[src/rtl/seg_scan.sv]
`timescale 1ns/1ps
// seg_scan: multiplexed common-anode hex display driver with tear-free
// update, leading-zero suppression, per-digit blink and dead time.
module seg_scan #(
  parameter int DIGITS       = 4,
  parameter int CLK_DIV      = 1000,
  parameter int BLINK_FRAMES = 250
) (
  input  logic                  clk,
  input  logic                  rst_n,
  input  logic [4*DIGITS-1:0]   data,
  input  logic                  data_valid,
  input  logic [DIGITS-1:0]     dp_in,
  input  logic                  lz_en,
  input  logic [DIGITS-1:0]     blink_en,
  output logic [6:0]            seg_n,
  output logic                  dp_n,
  output logic [DIGITS-1:0]     an_n,
  output logic                  frame_done
);

  localparam int IW = (DIGITS > 1) ? $clog2(DIGITS) : 1;
  localparam int CW = $clog2(CLK_DIV);
  localparam int BW = (BLINK_FRAMES > 1) ? $clog2(BLINK_FRAMES) : 1;
  localparam int DW = 4 * DIGITS;

  logic [CW-1:0]     cnt;
  logic [IW-1:0]     idx;
  logic [DW-1:0]     shadow;
  logic [DIGITS-1:0] shadow_dp;
  logic [DW-1:0]     display;
  logic [DIGITS-1:0] disp_dp;
  logic              pending;
  logic [BW-1:0]     blink_ctr;
  logic              phase;

  logic              tick;
  logic              last;
  logic              frame_end;

  logic [3:0]        nib;
  logic              sel_dp;
  logic              sel_blink;
  logic              sel_lz;
  logic              zrun;
  logic [DIGITS-1:0] an_sel;
  logic              blank_seg;
  logic              blank_dp;

  function automatic logic [6:0] font(input logic [3:0] n);
    font = 7'h7F;
    unique case (n)
      4'h0: font = 7'b0000001;
      4'h1: font = 7'b1001111;
      4'h2: font = 7'b0010010;
      4'h3: font = 7'b0000110;
      4'h4: font = 7'b1001100;
      4'h5: font = 7'b0100100;
      4'h6: font = 7'b0100000;
      4'h7: font = 7'b0001111;
      4'h8: font = 7'b0000000;
      4'h9: font = 7'b0000100;
      4'hA: font = 7'b0001000;
      4'hB: font = 7'b1100000;
      4'hC: font = 7'b0110001;
      4'hD: font = 7'b1000010;
      4'hE: font = 7'b0110000;
      4'hF: font = 7'b0111000;
    endcase
  endfunction

  assign tick      = (cnt == CW'(CLK_DIV - 1));
  assign last      = (idx == IW'(DIGITS - 1));
  assign frame_end = tick && last;

  always_ff @(posedge clk or negedge rst_n) begin
    if (!rst_n) begin
      cnt <= '0;
      idx <= '0;
    end else begin
      cnt <= tick ? '0 : cnt + 1'b1;
      if (tick)
        idx <= last ? '0 : idx + 1'b1;
    end
  end

  // Display only changes at frame end so a frame never mixes two values.
  always_ff @(posedge clk or negedge rst_n) begin
    if (!rst_n) begin
      shadow    <= '0;
      shadow_dp <= '0;
      display   <= '0;
      disp_dp   <= '0;
      pending   <= 1'b0;
    end else begin
      if (data_valid) begin
        shadow    <= data;
        shadow_dp <= dp_in;
      end
      if (frame_end && (pending || data_valid)) begin
        display <= data_valid ? data : shadow;
        disp_dp <= data_valid ? dp_in : shadow_dp;
        pending <= 1'b0;
      end else if (data_valid) begin
        pending <= 1'b1;
      end
    end
  end

  always_ff @(posedge clk or negedge rst_n) begin
    if (!rst_n) begin
      blink_ctr  <= '0;
      phase      <= 1'b0;
      frame_done <= 1'b0;
    end else begin
      frame_done <= frame_end;
      if (frame_end) begin
        if (blink_ctr == BW'(BLINK_FRAMES - 1)) begin
          blink_ctr <= '0;
          phase     <= ~phase;
        end else begin
          blink_ctr <= blink_ctr + 1'b1;
        end
      end
    end
  end

  // zrun tracks "every nibble from the top down to i is zero".
  always_comb begin
    nib       = 4'h0;
    sel_dp    = 1'b0;
    sel_blink = 1'b0;
    sel_lz    = 1'b0;
    zrun      = 1'b1;
    an_sel    = '1;
    for (int i = DIGITS - 1; i >= 0; i--) begin
      zrun = zrun & (display[4*i +: 4] == 4'h0);
      if (idx == IW'(i)) begin
        nib       = display[4*i +: 4];
        sel_dp    = disp_dp[i];
        sel_blink = blink_en[i];
        sel_lz    = zrun && (i != 0);
        an_sel[i] = 1'b0;
      end
    end
  end

  assign blank_dp  = phase & sel_blink;
  assign blank_seg = blank_dp | (lz_en & sel_lz);

  always_ff @(posedge clk or negedge rst_n) begin
    if (!rst_n) begin
      seg_n <= 7'h7F;
      dp_n  <= 1'b1;
      an_n  <= '1;
    end else if (cnt == '0) begin
      seg_n <= 7'h7F;
      dp_n  <= 1'b1;
      an_n  <= '1;
    end else begin
      seg_n <= blank_seg ? 7'h7F : font(nib);
      dp_n  <= blank_dp | ~sel_dp;
      an_n  <= an_sel;
    end
  end

endmodule

[config.mk]
export PLATFORM = sky130hd
export DESIGN_NAME = seg_scan
export DESIGN_NICKNAME = d
export VERILOG_FILES = /design/src/rtl/seg_scan.sv
export SDC_FILE = /design/constraint.sdc
export NUM_CORES = 1
export LEC_CHECK = 0
export CAP_MARGIN = 20
export CORE_MARGIN = 2
export CORE_UTILIZATION = 30
export CTS_CLUSTER_SIZE = 25
export DETAILED_ROUTE_END_ITERATION = 10
export HOLD_SLACK_MARGIN = 0.1
export RECOVER_POWER = 100
export SYNTH_ARGS = -nofsm -noshare
export SYNTH_HDL_FRONTEND = slang
export SYNTH_SLANG_ARGS = --single-unit
[constraint.sdc]
create_clock -name clk -period 3.3 [get_ports clk]
set_input_delay 0.495 -clock clk [delete_from_list [all_inputs] [get_ports clk]]
set_output_delay 0.495 -clock clk [all_outputs]
set_load 0.03 [all_outputs]
==> results of run 1 <==
layout make-up:
| class | instances | area (um2) | area share, % |
|---|---|---|---|
| Inverter | 12 | 45.0 | 1.03 |
| Tap cell | 143 | 179 | 4.08 |
| Clock inverter | 6 | 65.1 | 1.48 |
| Timing Repair Buffer | 44 | 427 | 9.73 |
| Clock buffer | 10 | 239 | 5.45 |
| Multi-Input combinational cell | 205 | 1540 | 35.1 |
| Sequential cell | 75 | 1890 | 43.1 |
synthesized netlist by cell type, drive strengths merged (4+ instances only):
cell type,instances,area [um2]
nor3,5,25.0
nand3b,4,30.0
and3,4,25.0
a21oi,8,40.0
ha,14,175
buf,5,31.3
inv,12,45.0
mux2,39,439
nand2,19,71.3
nand3,8,40.0
nor2b,8,57.6
and2,4,25.0
a221o,4,40.0
nor2,18,67.6
o21ai,19,95.1
dfstp,12,315
nand4,4,25.0
dfrtp,63,1580
clkbuf,4,15.0
sequential cells by signal, indices dropped and copies added (netlist names):
signal      count
idx             2
dp_n            1
an_n            4
disp_dp         4
shadow_dp       4
blink_ctr       8
display        16
seg_n           7
shadow         16
cnt            10
frame_done      1
pending         1
phase           1
routing by layer:
metal  share of wire [%]  up-vias
li1                    -     1183
met2                  46       46
met3                 4.6        7
met1                  49     1178
met5                   0        -
met4                0.92        0
worst max path at each step:
| stage | from | to |
|---|---|---|
| 2_1_floorplan | idx[0]$_DFFE_PN0N_ | seg_n[0]$_DFF_PN1_ |
| 3_3_place_gp | idx[0]$_DFFE_PN0N_ | seg_n[0]$_DFF_PN1_ |
| 3_5_place_dp | idx[0]$_DFFE_PN0N_ | seg_n[0]$_DFF_PN1_ |
| 4_1_cts | idx[0]$_DFFE_PN0N_ | seg_n[0]$_DFF_PN1_ |
| 5_1_grt | data_valid | display[2]$_DFFE_PN0P_ |
| 6_report | data_valid | display[5]$_DFFE_PN0P_ |
metrics by stage:
stage               hold slack [ns]  power, mW  instances  area (um2)  utilization, %
floorplan                     0.199       1.07        301        3520               -
global placement              0.455       1.16        479        4090            35.8
detailed placement            0.463       1.16        479        4090            35.8
CTS                           0.316       2.15        495        4400            38.5
global route                  0.512       2.20        495        4390            38.4
finish                        0.481       2.11        495        4390            38.4
critical path: cells and delay by family:
| family | cells | cell delay, ns |
|---|---|---|
| muxes | 1 | 0.39 |
| buffers and inverters | 3 | 1.79 |
| and+or+nand+nor | 2 | 0.32 |
where the power goes:
group	switching [mW]	internal [mW]	total, mW
Sequential	0.0138	0.965	0.979
Clock	0.370	0.605	0.975
Combinational	0.0750	0.0773	0.152
cells by family after synthesis:
logic type	share of synthesized area, %
flops	53.7
compound gates	11.3
fa+ha+maj	4.97
mux	12.8
buf+inv	2.59
xor+xnor	1.49
simple gates	13.2
==> impl_metrics.toml, run 1 <==
[global_routing]
grt_util_met2_pct = 18.6
grt-ovfl-total = 0
grt_use_met1_pct = 16.2
antenna_found_initial = 0
grt-busiest-layer = "met2"
globalRouteTotalUtil_pct = 11.9
grt_pass1_vias = 2467
met3_usage_pct = 3.89
grt_max_degree = 40
grt_first_pass_wirelength_um = 12100

[route]
drtIter0Drc = 119
num_vias = 2414
antenna_left = 0
avgRoutedWirePerCell_um = 14.0
via_per_inst = 4.88
wl_um = 6930
drc = 0
first_pass_iters = 4

[place]
io_buffers = 40
dp_hpwl_um = 4990
post-place-ws_ns = 0.721
gp_congestion = 0.812

[sta]
finalHoldViolCount = 0
skew_ns = 0.00677
setup_viol = 0
slew_violations = 39
rsz0062_at_grt = "no"
tns_ns = 0
setup_ws_ns = 0.507
relSlewSlack_pct = -40.0
tightest_slew_ns = 2.10
max_freq_mhz = 358
min_period_ns = 2.79
period_share_pct = 84.6

[synth]
yosysWarnings = 0
synth_flop_cell = "dfrtp_1"
synth_area_um2 = 3520
syn_nets = 343
synthArstFlopShare_pct = 100
ys_ff_latch = 75
synth-seq-area-share_pct = 53.7
synth_edf_count = 0
synth.distinct_cells = 53
synthCells = 301
syn_area_per_cell_um2 = 11.7

[critical_path]
path_max_fanout = 21
critical_path_required_ns = 3.51
cp-start-kind = "input pin"
rrSetupSlack_ns = 0.54
cp_cell_sequence = "dlygate4sd3_1, clkbuf_1, nor2_1, nor2_1, clkbuf_2, mux2_2"
endpoint_kind = "flip-flop"
critPathMaxStageDelay_ns = 0.82
crit_type = "input pin to flip-flop"
r2r_end = "seg_n[0]$_DFF_PN1_"
critPathArrivalTime_ns = 3.00
ff2ff_path_depth = 11
cpMostUsedCell = "nor2_1"
cpMaxStageDelayCell = "clkbuf_1"
r2r_start = "idx[0]$_DFFE_PN0N_"

[final_layout]
final_cell_mix = "63 x dfrtp_1, 27 x mux2_2, 25 x clkdlybuf4s50_1"
area_growth_pct = 24.5
final_nets = 389
layout_commonest_cell = "dfrtp_1"
diodes = 0
n_fill_cell = 1132
drive_above_1_share_pct = 17.9

[clocking]
clk_path_buf_depth = 2
clkSinkCount = 75
cts_tree = "yes"
post_cts_buffers = 0
htreeDepth = 3
path_clk_slew_ns = 0.06
root_buffer = "clkbuf_16"
cts_made_buffers = 9
clk-insertion-delay-late_ns = 0.33
ctsHoldBuffers = 0
post_cts_resized = 0

[floorplan]
die_y_um = 112
rows = 39
die_area_um2 = 12600
start_util_pct = 30.8
core_um2 = 11400
die_x_um = 112
ios = 41

[power]
powerDensity_nw_per_um2 = 480
peakVddDrop_mv = 0.227
p_leak_nw = 1.89

[flow_run]
cap_violations = 1

[worst_hold_path]
worstHoldStart = "pending$_DFFE_PN0P_"
hp-class = "flip-flop to flip-flop"
holdPathEnd = "pending$_DFFE_PN0P_"
holdPathStages = 2

[outcome]
status = "complete, but fails checks"
violations = "max-capacitance violations, max-slew violations"
Power figures use the tool's default switching activity.
==> run 2, diff against run 1 <==
clock period = 2.79 ns   (was 3.3 ns; I/O delays follow)
==> run 2 against run 1 <==
  * The flow still finishes with violations (max-capacitance violations, max-slew violations)
  * Sequential share of layout area is 0.086 points lower
  * Final cell count grew 0.20%
  * Via count down 0.58%
  * Register-to-register slack got worse by 0.25 ns
  * Highest routed layer unchanged
  * Non-clock buffer count grew 2
  * First-iteration DRC count is 17% lower
  * Largest power group unchanged
  * Critical path depth is 4 higher
==> impl_metrics.toml, run 2 (same netlist as run 1, synthesis figures left out) <==
[outcome]
status = "complete, but fails checks"
violations = "max-capacitance violations, max-slew violations"

[sta]
tns_ns = 0
relSlewSlack_pct = -11.3
finalHoldViolCount = 0
setup_viol = 0
tightest_slew_ns = 1.67
setup_ws_ns = 0.292
slew_violations = 30
period_share_pct = 89.5
skew_ns = 0.00845
max_freq_mhz = 400
min_period_ns = 2.50
rsz0062_at_grt = "no"

[floorplan]
die_y_um = 112
core_um2 = 11400
start_util_pct = 30.8
die_x_um = 112
ios = 41
rows = 39
die_area_um2 = 12600

[final_layout]
n_fill_cell = 1135
drive_above_1_share_pct = 16.4
top_regs = "display (16), shadow (16), cnt (10)"
area_growth_pct = 24.8
diodes = 0
multiInputGateArea_um2 = 1540
layoutNonFillerInstCount = 496
final_nets = 391
final_cell_area_um2 = 4390
regArea_um2 = 1890
final_cell_mix = "63 x dfrtp_1, 26 x clkdlybuf4s50_1, 23 x mux2_2"
layout_commonest_cell = "dfrtp_1"
fin_util_pct = 38.5

[critical_path]
critPathArrivalTime_ns = 2.75
cp_cell_sequence = "inv_1, ha_1, buf_4, a22o_1, a222oi_1, inv_1, ha_1, nand2_1, o21ai_0, a221o_1"
cpMaxStageDelayCell = "dfrtp_1"
cp.depth = 10
ff2ff_path_depth = 10
rrSetupSlack_ns = 0.29
path_max_fanout = 7
cp_top_family = "compound AO/OA/AOI/OAI gates"
crit_type = "flip-flop to flip-flop"
endpoint_kind = "flip-flop"
r2r_end = "seg_n[0]$_DFF_PN1_"
critPathMaxStageDelay_ns = 0.41
cp-start-kind = "flip-flop"
r2r_start = "idx[0]$_DFFE_PN0N_"
critical_path_required_ns = 3.04
cp_num_buf_inv = 3

[clocking]
cts_tree = "yes"
post_cts_buffers = 0
htreeDepth = 3
post_cts_resized = 0
path_clk_slew_ns = 0.05
ctsHoldBuffers = 0
clk_path_buf_depth = 2
clk-insertion-delay-late_ns = 0.33
root_buffer = "clkbuf_16"
clkSinkCount = 75
cts_made_buffers = 9

[place]
io_buffers = 40
placed_area_um2 = 4110
dp.cells = 481
gp_congestion = 0.835
post-place-ws_ns = 0.352
dp_hpwl_um = 5030

[flow_run]
cap_violations = 1

[route]
wl_um = 6990
first_pass_iters = 4
avgRoutedWirePerCell_um = 14.1
antenna_left = 0
drc = 0
via_per_inst = 4.84
drtIter0Drc = 99
num_vias = 2400

[worst_hold_path]
hp-class = "flip-flop to flip-flop"
holdPathStages = 2
holdPathEnd = "pending$_DFFE_PN0P_"
worstHoldStart = "pending$_DFFE_PN0P_"

[global_routing]
antenna_found_initial = 0
grt_pass1_vias = 2527
grt-ovfl-total = 0
grt_max_degree = 47
grt_first_pass_wirelength_um = 12300
globalRouteTotalUtil_pct = 12.1

[power]
powerDensity_nw_per_um2 = 563
p_leak_nw = 1.90
peakVddDrop_mv = 0.285
[run 2: changes by cell type in the layout (fill, tap and decap cells not counted)]
cell | before | now
mux2_1 | 12 | 16
mux2_2 | 27 | 23
buf_4 | 0 | 3
clkbuf_1 | 3 | 5
clkinv_4 | 2 | 0
clkbuf_2 | 1 | 0
clkbuf_8 | 1 | 2
clkdlybuf4s50_1 | 25 | 26
clkinv_2 | 2 | 1
clkinvlp_4 | 1 | 0
dlygate4sd3_1 | 14 | 13
[run 2: metal layers]
layer / wire, um / up-vias / track usage [%] / part of all wire, %
met4: 56 / 0 / 3.17 / 0.80
met2: 3130 / 46 / 18.3 / 45
met1: 3490 / 1169 / 16.6 / 50
met5: 0 / - / 0 / 0
li1: - / 1180 / - / -
met3: 310 / 5 / 4.37 / 4.4
[run 2: final cells by class]
class	count	share of cell area [%]
flip-flops and latches	75	43.1
multi-input cells	205	35.0
repair buffers	46	10.1
clock buffers	13	5.92
well taps	143	4.07
inverters	12	1.03
clock inverters	2	0.797
[run 2: worst max-delay path by stage]
stage	start	end	slack [ns]
after global routing	idx[0]$_DFFE_PN0N_	seg_n[0]$_DFF_PN1_	0.06
after global placement	idx[0]$_DFFE_PN0N_	seg_n[0]$_DFF_PN1_	0.37
after floorplan	idx[0]$_DFFE_PN0N_	seg_n[0]$_DFF_PN1_	0.21
final	idx[0]$_DFFE_PN0N_	seg_n[0]$_DFF_PN1_	0.29
after CTS	idx[0]$_DFFE_PN0N_	seg_n[0]$_DFF_PN1_	0.33
after detailed placement	idx[0]$_DFFE_PN0N_	seg_n[0]$_DFF_PN1_	0.35
[run 2: where the power goes]
part / internal (mW) / total [mW] / switching [mW] / leakage, nW
combinational: 0.0905 / 0.179 / 0.0885 / 0.821
sequential: 1.14 / 1.16 / 0.0168 / 0.928
clock: 0.735 / 1.14 / 0.402 / 0.146
[run 2: through the flow]
step	power, mW	hold slack (ns)
CTS	2.52	0.161
detailed placement	1.37	0.467
global route	2.58	0.507
floorplan	1.27	0.123
global placement	1.37	0.455
finish	2.47	0.477
[run 2: worst register-to-register path, cell delays in order, from the launching register on]
cell      delay [ns]
dfrtp_1         0.41
inv_1           0.10
ha_1            0.28
buf_4           0.19
a22o_1          0.21
a222oi_1        0.38
inv_1           0.13
ha_1            0.24
nand2_1         0.10
o21ai_0         0.10
a221o_1         0.31
